**config.mk**
```make
export PLATFORM = sky130hd
export DESIGN_NAME = carus_clk_gate_ctrl
export DESIGN_NICKNAME = d
export VERILOG_FILES = /design/src/rtl/carus_clk_gate_ctrl.sv
export SDC_FILE = /design/constraint.sdc
export NUM_CORES = 1
export LEC_CHECK = 0
export CAP_MARGIN = 15
export CORE_ASPECT_RATIO = 1.4
export CORE_MARGIN = 3
export CORE_UTILIZATION = 46
export CTS_CLUSTER_DIAMETER = 50
export DETAILED_ROUTE_END_ITERATION = 7
export HOLD_SLACK_MARGIN = 0.02
export PLACE_DENSITY = 0.75
export SKIP_LAST_GASP = 1
export SLEW_MARGIN = 0
export SYNTH_ARGS = -nofsm -noshare
export SYNTH_HDL_FRONTEND = slang
export SYNTH_SLANG_ARGS = --single-unit
export TNS_END_PERCENT = 50
```
**constraint.sdc**
```tcl
create_clock -name clk_i -period 1.8 [get_ports clk_i]
set_input_delay 0.27 -clock clk_i [delete_from_list [all_inputs] [get_ports clk_i]]
set_output_delay 0.27 -clock clk_i [all_outputs]
set_load 0.005 [all_outputs]
```
**src/rtl/carus_clk_gate_ctrl.sv**
```systemverilog
// Automatic clock-gating controller for the Carus accelerator, running in the always-on domain.
// It gates the Carus clock after a programmable idle period and restores it on a level wake handshake.
module carus_clk_gate_ctrl #(
  parameter int unsigned IDLE_CNT_W  = 8,
  parameter int unsigned WAKE_CYCLES = 2,
  parameter int unsigned EVT_CNT_W   = 16
) (
  input  logic                  clk_i,
  input  logic                  rst_ni,
  input  logic                  auto_en_i,
  input  logic [IDLE_CNT_W-1:0] idle_thresh_i,
  input  logic                  busy_i,
  input  logic                  wake_req_i,
  output logic                  wake_ack_o,
  output logic                  clk_en_o,
  output logic                  gated_o,
  output logic [1:0]            state_o,
  output logic [EVT_CNT_W-1:0]  evt_cnt_o,
  input  logic                  evt_clr_i
);

  localparam logic [1:0] ST_RUN       = 2'd0;
  localparam logic [1:0] ST_IDLE_WAIT = 2'd1;
  localparam logic [1:0] ST_GATED     = 2'd2;
  localparam logic [1:0] ST_WAKE      = 2'd3;

  localparam int unsigned WAKE_W = (WAKE_CYCLES > 1) ? $clog2(WAKE_CYCLES) : 1;
  localparam logic [WAKE_W-1:0] WAKE_LAST = WAKE_W'(WAKE_CYCLES - 1);

  logic [1:0]            r_state;
  logic [1:0]            w_state_d;
  logic [IDLE_CNT_W-1:0] r_idle_cnt;
  logic [IDLE_CNT_W-1:0] w_idle_cnt_d;
  logic [WAKE_W-1:0]     r_wake_cnt;
  logic [WAKE_W-1:0]     w_wake_cnt_d;
  logic                  r_ack;
  logic                  w_ack_d;
  logic                  r_clk_en;
  logic                  r_gated;
  logic [EVT_CNT_W-1:0]  r_evt_cnt;
  logic                  w_evt_inc;
  logic                  w_idle;

  assign w_idle = auto_en_i & ~busy_i & ~wake_req_i;

  always_comb begin
    w_state_d    = r_state;
    w_idle_cnt_d = r_idle_cnt;
    w_wake_cnt_d = r_wake_cnt;
    w_ack_d      = 1'b0;
    w_evt_inc    = 1'b0;
    case (r_state)
      ST_RUN: begin
        w_ack_d = wake_req_i;
        if (w_idle) begin
          w_state_d    = ST_IDLE_WAIT;
          w_idle_cnt_d = '0;
        end
      end
      ST_IDLE_WAIT: begin
        w_ack_d = wake_req_i;
        if (!w_idle) begin
          w_state_d    = ST_RUN;
          w_idle_cnt_d = '0;
        end else if (r_idle_cnt == idle_thresh_i) begin
          w_state_d = ST_GATED;
          w_evt_inc = 1'b1;
        end else begin
          // Free-running wrap guarantees a later match if the threshold drops below the count.
          w_idle_cnt_d = r_idle_cnt + 1'b1;
        end
      end
      ST_GATED: begin
        if (wake_req_i || !auto_en_i) begin
          w_state_d    = ST_WAKE;
          w_wake_cnt_d = '0;
        end
      end
      ST_WAKE: begin
        w_wake_cnt_d = r_wake_cnt + 1'b1;
        if (r_wake_cnt == WAKE_LAST) begin
          w_state_d = ST_RUN;
        end
      end
      default: begin
        w_state_d = ST_RUN;
      end
    endcase
  end

  always_ff @(posedge clk_i or negedge rst_ni) begin
    if (!rst_ni) begin
      r_state    <= ST_RUN;
      r_idle_cnt <= '0;
      r_wake_cnt <= '0;
      r_ack      <= 1'b0;
      r_clk_en   <= 1'b1;
      r_gated    <= 1'b0;
      r_evt_cnt  <= '0;
    end else begin
      r_state    <= w_state_d;
      r_idle_cnt <= w_idle_cnt_d;
      r_wake_cnt <= w_wake_cnt_d;
      r_ack      <= w_ack_d;
      r_clk_en   <= (w_state_d != ST_GATED);
      r_gated    <= (w_state_d == ST_GATED);
      if (evt_clr_i) begin
        r_evt_cnt <= '0;
      end else if (w_evt_inc && (r_evt_cnt != {EVT_CNT_W{1'b1}})) begin
        r_evt_cnt <= r_evt_cnt + 1'b1;
      end
    end
  end

  assign wake_ack_o = r_ack;
  assign clk_en_o   = r_clk_en;
  assign gated_o    = r_gated;
  assign state_o    = r_state;
  assign evt_cnt_o  = r_evt_cnt;

endmodule
```
==> impl_metrics.csv, run 1 <==
group,metric,value,unit
worst_setup_path,path_buf_inv,3,
global_routing,antenna_found_initial,0,
power_and_ir_drop,swShare,28.2,%
yosys,synth_area_leaders,"dfrtp_1, nor2b_1, nand2_1",
timing,relSlewSlack,60.2,%
floorplanning,die_h,80.1,um
timing,fmax,476,MHz
floorplanning,dieArea,0.00472,mm^2
global_routing,grt_pass1_vias,1874,
worst_setup_path,rr_endpoint,"evt_cnt_o[11]$_DFFE_PN0P_",
power_and_ir_drop,combPwrFrac,23.2,%
power_and_ir_drop,power.switching,531,uW
yosys,synth_edf_count,0,
floorplanning,boundaryPins,35,
clock_tree,cts.path.max_buffers,2,
worst_setup_path,endpoint_kind,"flip-flop",
yosys,synth_ff_type,"dfrtp_1",
timing,finalSetupViolations,19,
yosys,syn_inst,195,
final_layout,drive_gt1_share,36.7,%
clock_tree,cts_sinks,30,
detailed_routing,drt-initial-drc-count,64,
yosys,synth_area,0.00181,mm^2
yosys,synth-seq-cells,30,
worst_setup_path,cp_top_family,"buffers and inverters",
placement,place_area,0.00251,mm^2
clock_tree,cts_hold_buf,0,
detailed_routing,drcViolationCount,0,
worst_setup_path,rr_startpoint,"r_idle_cnt[7]$_DFFE_PN0P_",
worst_setup_path,r2r_setup_slack,-0.28,ns
detailed_routing,firstDrtPassIters,4,
clock_tree,cts_max_level,2,
placement,dp_slack,-0.487,ns
yosys,synth_async_sr_flop_share,100,%
detailed_routing,vias_per_cell,5.75,
worst_setup_path,cp_max_fo,8,
timing,hold_violations,0,
worst_setup_path,max_stage_delay,0.46,ns
clock_tree,path_clk_slew,0.07,ns
timing,finClkSkew,0.00678,ns
power_and_ir_drop,intPower,1350,uW
worst_setup_path,required,1.95,ns
yosys,ys_seq_area_share,41.6,%
power_and_ir_drop,pwr-share-clk,36.2,%
final_layout,num-nets-final,304,
timing,fin_crit_sh,117,%
yosys,synth_top_area_share,40.2,%
global_routing,grt_overflow_total,0,
detailed_routing,num_vias,1902,
detailed_routing,wl_per_cell,16.6,um
floorplanning,die_x,59.0,um
run,drv_cap,0,
worst_setup_path,cp_slowest_cell,"o41ai_2",
global_routing,grt_max_degree,31,
timing,rsz0062_at_grt,"true",
worst_setup_path,crit_path_cell_trace,"clkdlybuf4s50_1 > xor2_1 > nor4_4 > nand3_4 > buf_12 > buf_4 > o41ai_2 > a21oi_2",
outcome,outcome,"complete, but fails checks",
yosys,syn_avg_cell_area,9.26,um^2
worst_setup_path,start_kind,"primary input",
floorplanning,initial_core_util,48.7,%
clock_tree,clk_latency,0.29,ns
timing,worst_slew_pin_slew,0.595,ns
floorplanning,coreArea,0.00371,mm^2
placement,dp_cells,308,
clock_tree,root_buffer,"clkbuf_8",
timing,slew_viol_final,0,
final_layout,syn2layout_area_growth,62.9,%
detailed_routing,antenna_left,0,
worst_setup_path,arrival,2.25,ns
power_and_ir_drop,p_leak,0.00126,uW
yosys,syn_nets,211,
placement,gp_congestion,0.933,
timing,min_period,2.10,ns
worst_setup_path,reg2regPathDepth,7,
floorplanning,num_rows,26,
final_layout,fin_cells,331,
placement,hpwl,3490,um
final_layout,insertedDiodeCount,0,
hold_path,hold_path.class,"primary input to asynchronous set/reset pin",
timing,fin_ws,-0.301,ns
yosys,ys_types,44,
power_and_ir_drop,vdd_drop_max,0.000602,V
power_and_ir_drop,power.density,640,mW/mm^2
global_routing,grtUsageTotal,23.7,%
clock_tree,numCtsBuffers,5,
yosys,synth_top_area_cell,"dfrtp_1",
global_routing,grt_pass1_wl,8580,um
detailed_routing,wirelength,5510,um
placement,port_buffers,34,
outcome,violations,"negative setup slack",
clock_tree,cts_tree,"built",
worst_setup_path,critPathKind,"primary input to flip-flop",
final_layout,finalInstanceArea,0.00294,mm^2
yosys,synth_warnings,0,
worst_setup_path,cp.depth,8,
timing,timing.hold.ws,0.376,ns
power_and_ir_drop,pwr-share-seq,40.6,%
## cell type report
cell class              count  area (um^2)
flip-flops and latches     30          752
fillers                   244          768
inverters                   6         22.5
multi-input cells         153         1210
well taps                  42         52.6
clock buffers               5         68.8
repair buffers             92          795
clock inverters             3         40.0
## synthesized netlist by cell type, types with 4 or more instances
cell type  count
a21oi_1       10
dfrtp_1       29
inv_1          6
nand2_1       23
nand3_1        8
nand4_1        5
nor2_1        11
nor2b_1       14
nor4_1         5
o21ai_0       14
o31ai_1        4
or3_1          4
or4_1          9
xor2_1         8
## placed cells by master, fill, tap and decap left out, types with 2 or more instances in the layout
cell / count
a21oi_1: 6
a21oi_2: 4
a221o_1: 2
a31oi_1: 3
and2_1: 2
and3_4: 2
buf_4: 55
buf_6: 2
clkbuf_8: 5
clkdlybuf4s50_1: 30
clkinv_2: 2
dfrtp_1: 29
dlygate4sd2_1: 3
inv_1: 6
mux2_4: 4
nand2_1: 22
nand3_1: 6
nand3_4: 3
nand4_1: 5
nor2_1: 11
nor2b_1: 14
nor3_4: 2
nor4_1: 2
nor4_4: 5
o21ai_0: 13
o31ai_1: 4
o41ai_2: 2
or3_1: 3
or4_1: 4
or4_4: 5
xor2_1: 4
xor2_2: 4
## stage by stage
step | utilization, % | setup TNS [ns] | power (uW)
2_1_floorplan | - | -0.597 | 955
3_3_place_gp | 67.6 | -8.50 | 1200
3_5_place_dp | 67.6 | -9.33 | 1200
4_1_cts | 75.6 | -2.03 | 1880
5_1_grt | 79.3 | -4.19 | 1960
6_report | 79.3 | -2.65 | 1880
## state kept, by name, indices dropped and copies added, names as in the netlist
signal,flops
clk_en_o,1
evt_cnt_o,16
gated_o,1
r_idle_cnt,8
r_wake_cnt,1
state_o,2
wake_ack_o,1
## how the worst max path moves through the flow
stage	from	end
after floorplan	r_idle_cnt[2]$_DFFE_PN0P_	evt_cnt_o[13]$_DFFE_PN0P_
after global placement	idle_thresh_i[7]	evt_cnt_o[8]$_DFFE_PN0P_
after detailed placement	idle_thresh_i[7]	evt_cnt_o[8]$_DFFE_PN0P_
after CTS	r_idle_cnt[7]$_DFFE_PN0P_	evt_cnt_o[8]$_DFFE_PN0P_
after global routing	r_idle_cnt[2]$_DFFE_PN0P_	evt_cnt_o[11]$_DFFE_PN0P_
final	idle_thresh_i[5]	evt_cnt_o[11]$_DFFE_PN0P_
## kinds of logic after synthesis
kind of cell	after synthesis	synth area share, %
flops	30	41.6
fa+ha+maj	2	1.39
compound gates	42	14.7
xor+xnor	8	3.88
mux	5	3.05
buf+inv	12	3.40
simple gates	96	31.9
## worst reg2reg max path, delay by kind of cell (launching register included)
kind / cells / cell delay (ns)
buf+inv: 2 / 0.30
xor+xnor: 1 / 0.17
flops: 1 / 0.40
compound gates: 2 / 0.58
simple gates: 2 / 0.51
## per-layer routing
metal	wire length (um)	GRT usage, %	up-vias	share of wire [%]
li1	-	-	910	-
met1	2100	26.8	936	38
met2	3100	42.4	44	56
met3	178	4.34	12	3.2
met4	127	9.98	0	2.3
met5	0	0	-	0
## power by group through the flow
stage | registers, uW | logic (uW) | clock network [uW]
2_1_floorplan | 786 | 170 | 0
4_1_cts | 765 | 431 | 688
5_1_grt | 771 | 481 | 712
6_report | 764 | 436 | 681
3_5_place_dp | 777 | 426 | 0
3_3_place_gp | 779 | 418 | 0
## repair_timing
item,4_1_cts,5_1_grt
resized for setup,19,25
endpoints found under the setup margin,19,24
cloned,0,0
pin swaps,14,11
setup buffers,13,9
No activity file was read; power rests on OpenSTA's default activity.
==> run 2, diff against run 1 <==
--- a/config.mk
+++ b/config.mk
@@ -5,7 +5,7 @@
 export SDC_FILE = /design/constraint.sdc
 export NUM_CORES = 1
 export LEC_CHECK = 0
-export CAP_MARGIN = 15
+export CAP_MARGIN = 40
 export CORE_ASPECT_RATIO = 1.4
 export CORE_MARGIN = 3
 export CORE_UTILIZATION = 46
@@ -18,4 +18,3 @@
 export SYNTH_ARGS = -nofsm -noshare
 export SYNTH_HDL_FRONTEND = slang
 export SYNTH_SLANG_ARGS = --single-unit
-export TNS_END_PERCENT = 50
==> impl_metrics.csv, run 2 (synthesized netlist as in run 1, its figures left out) <==
group,metric,value,unit
timing,worst_slew_pin_slew,0.511,ns
detailed_routing,dr_wl_met3,448,um
clock_tree,cts_hold_buf,0,
worst_setup_path,rr_startpoint,"evt_cnt_o[0]$_DFFE_PN0P_",
timing,finClkSkew,0.00425,ns
worst_setup_path,path_buf_inv,1,
final_layout,fillerInstances,191,
placement,hpwl,3500,um
timing,hold_violations,0,
timing,finalSetupViolations,19,
clock_tree,cts_tree,"built",
worst_setup_path,cp_top_family,"simple AND/OR/NAND/NOR gates",
timing,fin_crit_sh,118,%
timing,timing.hold.ws,0.373,ns
detailed_routing,num_vias,2118,
detailed_routing,vias_per_cell,6.19,
floorplanning,die_h,80.1,um
global_routing,grt_pass1_vias,2007,
floorplanning,num_rows,26,
worst_setup_path,crit_path_cell_trace,"ha_2 > buf_4 > nand3_1 > nor4_1 > nand4_1 > or4_1 > nand2_1",
detailed_routing,wirelength,6660,um
worst_setup_path,endpoint_kind,"flip-flop",
timing,fmax,472,MHz
global_routing,grt_overflow_total,0,
clock_tree,clk_latency,0.29,ns
global_routing,antenna_found_initial,1,
detailed_routing,wl_per_cell,19.5,um
worst_setup_path,reg2regPathDepth,7,
final_layout,num-nets-final,314,
hold_path,hold_path.class,"primary input to asynchronous set/reset pin",
floorplanning,dieArea,0.00472,mm^2
global_routing,grtUsageTotal,25.8,%
detailed_routing,antenna_left,0,
floorplanning,boundaryPins,35,
final_layout,syn2layout_area_growth,72.2,%
worst_setup_path,r2r_setup_slack,-0.32,ns
timing,relSlewSlack,65.5,%
power_and_ir_drop,power.density,624,mW/mm^2
detailed_routing,routed.top_layer,"met4",
worst_setup_path,required,2.02,ns
final_layout,final_common_cell,"buf_4",
placement,dp_cells,315,
worst_setup_path,rr_endpoint,"evt_cnt_o[12]$_DFFE_PN0P_",
detailed_routing,drcViolationCount,0,
placement,gp_congestion,0.861,
floorplanning,coreArea,0.00371,mm^2
worst_setup_path,cp_slowest_cell,"or4_1",
timing,setup_tns,-2.46,ns
final_layout,drive_gt1_share,40.5,%
placement,dp_slack,-0.513,ns
timing,fin_ws,-0.319,ns
clock_tree,numCtsBuffers,5,
timing,min_period,2.12,ns
outcome,violations,"negative setup slack",
detailed_routing,firstDrtPassIters,5,
clock_tree,path_clk_slew,0.07,ns
worst_setup_path,start_kind,"flip-flop",
final_layout,seq_area,752,um^2
worst_setup_path,arrival,2.34,ns
worst_setup_path,max_stage_delay,0.54,ns
global_routing,grt_max_degree,31,
detailed_routing,drt-initial-drc-count,200,
floorplanning,initial_core_util,48.7,%
clock_tree,cts_sinks,30,
worst_setup_path,critPathKind,"flip-flop to flip-flop",
final_layout,largest_reg_flops,16,
clock_tree,cts_max_level,2,
global_routing,grt_pass1_wl,9230,um
final_layout,multi_input_area,0.00129,mm^2
power_and_ir_drop,vdd_drop_max,0.000636,V
detailed_routing,met2_length,3490,um
floorplanning,die_x,59.0,um
clock_tree,cts.path.max_buffers,2,
timing,rsz0062_at_grt,"true",
worst_setup_path,cp_max_fo,7,
timing,slew_viol_final,0,
placement,port_buffers,34,
run,drv_cap,0,
final_layout,fin_cells,342,
outcome,outcome,"complete, but fails checks",
power_and_ir_drop,p_leak,0.00132,uW
detailed_routing,drt-met1-wl,2350,um
clock_tree,root_buffer,"clkbuf_8",
final_layout,layout_common_cells,"buf_4, dfrtp_1, clkdlybuf4s50_1",
-- run 2: changes by cell type in the layout (fill, tap and decap cells not counted), sizes merged --
cell / before / now
clkdlybuf4s50: 30 / 29
buf: 58 / 67
dlymetal6s2s: 1 / 3
diode: 0 / 1
dlygate4sd2: 3 / 2
nand3: 10 / 11
clkinv: 2 / 0
clkbuf: 5 / 8
bufinv: 1 / 0
-- run 2: worst max path at each step --
stage / from / endpoint / slack (ns) / depth (start not counted)
global placement: idle_thresh_i[7] / evt_cnt_o[13]$_DFFE_PN0P_ / -0.46 / 6
detailed placement: idle_thresh_i[7] / evt_cnt_o[13]$_DFFE_PN0P_ / -0.51 / 6
CTS: r_idle_cnt[6]$_DFFE_PN0P_ / evt_cnt_o[11]$_DFFE_PN0P_ / -0.14 / 6
floorplan: r_idle_cnt[2]$_DFFE_PN0P_ / evt_cnt_o[13]$_DFFE_PN0P_ / -0.09 / 5
global route: evt_cnt_o[1]$_DFFE_PN0P_ / evt_cnt_o[12]$_DFFE_PN0P_ / -0.36 / 7
finish: evt_cnt_o[0]$_DFFE_PN0P_ / evt_cnt_o[12]$_DFFE_PN0P_ / -0.32 / 7
-- run 2: layout make-up --
| class | count | share of cell area (%) |
|---|---|---|
| multi-input cells | 154 | 41.6 |
| repair buffers | 101 | 28.2 |
| flip-flops and latches | 30 | 24.2 |
| clock buffers | 8 | 3.54 |
| well taps | 42 | 1.69 |
| inverters | 6 | 0.724 |
| diodes | 1 | 0.0805 |
-- run 2: what timing repair did --
item | 4_1_cts | 5_1_grt
setup buffers | 11 | 10
hold endpoints to repair | 0 | 0
resized for setup | 16 | 41
cloned | 1 | 0
pin swaps | 21 | 13
setup endpoints to repair | 19 | 25
-- run 2: metrics by stage --
step                      utilization [%]  area (um^2)  power (uW)
final                                83.8         3110        1940
after global routing                 83.8         3110        2030
after CTS                            76.9         2850        1910
after detailed placement             69.3         2570        1230
after global placement               69.3         2570        1220
after floorplan                         -         1840         956
-- run 2: layer usage --
metal,vias to the layer above,GRT usage [%]
li1,922,-
met1,1015,29.0
met2,132,45.2
met3,49,4.82
met4,0,13.2
met5,-,0
-- run 2: power breakdown --
part / total, uW / switching, uW / internal, uW
combinational: 516 / 251 / 264
clock: 651 / 265 / 386
sequential: 775 / 49.0 / 726
==> run 3, diff against run 2 <==
--- a/config.mk
+++ b/config.mk
@@ -13,7 +13,6 @@
 export DETAILED_ROUTE_END_ITERATION = 7
 export HOLD_SLACK_MARGIN = 0.02
 export PLACE_DENSITY = 0.75
-export SKIP_LAST_GASP = 1
 export SLEW_MARGIN = 0
 export SYNTH_ARGS = -nofsm -noshare
 export SYNTH_HDL_FRONTEND = slang
==> impl_metrics.csv, run 3 (synthesized netlist as in run 1, its figures left out) <==
group,metric,value,unit
outcome,outcome,"complete, but fails checks",
outcome,violations,"negative setup slack",
detailed_routing,firstDrtPassIters,4,
clock_tree,clk_latency,0.29,ns
worst_setup_path,critPathKind,"primary input to flip-flop",
power_and_ir_drop,power.density,644,mW/mm^2
worst_setup_path,max_stage_delay,0.56,ns
power_and_ir_drop,p_leak,0.00134,uW
worst_setup_path,r2r_setup_slack,-0.31,ns
global_routing,use_met3,4.18,%
timing,min_period,2.11,ns
clock_tree,cts_hold_buf,0,
floorplanning,num_rows,26,
timing,setup_tns,-3.36,ns
worst_setup_path,required,2.03,ns
worst_setup_path,crit_path_cell_trace,"clkdlybuf4s50_1 > nand4bb_1 > nor4_1 > nand4_1 > or4_1 > nand2_1",
power_and_ir_drop,vdd_drop_max,0.000707,V
placement,hpwl,3500,um
floorplanning,dieArea,0.00472,mm^2
final_layout,syn2layout_area_growth,73.9,%
global_routing,grt_overflow_total,0,
floorplanning,initial_core_util,48.7,%
global_routing,grt.busiest_layer,"met2",
detailed_routing,wl_per_cell,19.5,um
timing,relSlewSlack,62.1,%
global_routing,grt_max_degree,31,
worst_setup_path,start_kind,"primary input",
worst_setup_path,rr_startpoint,"evt_cnt_o[0]$_DFFE_PN0P_",
placement,gp_congestion,0.861,
global_routing,grt_pass1_wl,9110,um
placement,port_buffers,34,
power_and_ir_drop,total_power,2020,uW
clock_tree,root_buffer,"clkbuf_8",
placement,dp_slack,-0.513,ns
clock_tree,path_clk_slew,0.07,ns
timing,fmax,473,MHz
floorplanning,die_x,59.0,um
floorplanning,coreArea,0.00371,mm^2
detailed_routing,drcViolationCount,0,
worst_setup_path,arrival,2.34,ns
final_layout,fin_cells,342,
clock_tree,cts_max_level,2,
detailed_routing,wirelength,6680,um
global_routing,antenna_found_initial,0,
timing,slew_viol_final,0,
global_routing,grt_pass1_vias,2014,
timing,fin_crit_sh,117,%
power_and_ir_drop,swShare,30.5,%
worst_setup_path,path_buf_inv,1,
final_layout,final_common_cell,"buf_4",
hold_path,hold_path.class,"primary input to asynchronous set/reset pin",
power_and_ir_drop,pwr-share-seq,38.1,%
floorplanning,die_h,80.1,um
global_routing,met1_usage,29.0,%
timing,fin_ws,-0.313,ns
global_routing,grtUsageMet2,44.4,%
worst_setup_path,endpoint_kind,"flip-flop",
floorplanning,boundaryPins,35,
final_layout,drive_gt1_share,43.0,%
power_and_ir_drop,intPower,1410,uW
detailed_routing,drt-initial-drc-count,154,
worst_setup_path,rr_endpoint,"evt_cnt_o[12]$_DFFE_PN0P_",
final_layout,largest_reg_flops,16,
timing,finClkSkew,0.00751,ns
power_and_ir_drop,pwr-share-clk,33.0,%
run,drv_cap,0,
power_and_ir_drop,combPwrFrac,29.0,%
detailed_routing,num_vias,2137,
clock_tree,cts.path.max_buffers,2,
timing,hold_violations,0,
detailed_routing,antenna_left,0,
clock_tree,cts_tree,"built",
global_routing,grtUsageTotal,25.4,%
final_layout,num-nets-final,315,
clock_tree,cts_sinks,30,
clock_tree,numCtsBuffers,5,
timing,finalSetupViolations,24,
placement,dp_cells,315,
timing,timing.hold.ws,0.372,ns
final_layout,layout_common_cells,"buf_4, dfrtp_1, clkdlybuf4s50_1",
timing,rsz0062_at_grt,"true",
final_layout,insertedDiodeCount,0,
worst_setup_path,reg2regPathDepth,7,
timing,worst_slew_pin_slew,0.563,ns
worst_setup_path,cp_slowest_cell,"or4_1",
detailed_routing,vias_per_cell,6.25,
worst_setup_path,cp_top_family,"simple AND/OR/NAND/NOR gates",
worst_setup_path,cp_max_fo,7,
power_and_ir_drop,power.switching,616,uW
run 3: cell count changes in the layout (fill, tap and decap cells not counted), sizes merged:
cell,previous run,this run
dlymetal6s2s,3,2
dlygate4sd2,2,3
diode,1,0
buf,67,68
run 3: worst max-delay path by stage:
stage | cells past startpoint | to | start | slack, ns
6_report | 6 | evt_cnt_o[12]$_DFFE_PN0P_ | busy_i | -0.31
5_1_grt | 6 | evt_cnt_o[12]$_DFFE_PN0P_ | busy_i | -0.32
4_1_cts | 6 | evt_cnt_o[11]$_DFFE_PN0P_ | r_idle_cnt[6]$_DFFE_PN0P_ | -0.13
3_5_place_dp | 6 | evt_cnt_o[13]$_DFFE_PN0P_ | idle_thresh_i[7] | -0.51
3_3_place_gp | 6 | evt_cnt_o[13]$_DFFE_PN0P_ | idle_thresh_i[7] | -0.46
2_1_floorplan | 5 | evt_cnt_o[13]$_DFFE_PN0P_ | r_idle_cnt[2]$_DFFE_PN0P_ | -0.09
run 3: per-stage QoR:
step	util (%)	cell area, um^2
global route	84.7	3140
finish	84.7	3140
global placement	69.3	2570
floorplan	-	1840
CTS	77.2	2860
detailed placement	69.3	2570
run 3: worst reg2reg max path: stages, from the launching register on:
cell	delay, ns
dfrtp_1	0.38
ha_2	0.20
buf_4	0.12
nand3_1	0.11
nor4_1	0.31
nand4_1	0.30
or4_1	0.56
nand2_1	0.08
run 3: power by group through the flow:
stage	combinational (uW)	sequential [uW]	clock, uW
3_3_place_gp	452	773	0
5_1_grt	620	775	708
3_5_place_dp	457	773	0
4_1_cts	478	768	664
2_1_floorplan	170	786	0
6_report	586	769	667
run 3: final cells by class:
class	instances	area [um^2]
inverters	6	22.5
multi-input cells	154	1300
fillers	199	568
repair buffers	102	903
flip-flops and latches	30	752
clock buffers	8	110
well taps	42	52.6
run 3: repair_timing:
action / CTS / global route
setup buffers: 11 / 9
gates resized for setup: 20 / 46
gates cloned: 1 / 0
pin swaps: 22 / 10
endpoints found under the setup margin: 19 / 25
endpoints found under the hold margin: 0 / 0
run 3: routing by layer:
metal  wire, um  vias up
li1           -      934
met1       2490     1064
met2       3530      110
met3        375       29
met4        275        0
met5          0        -
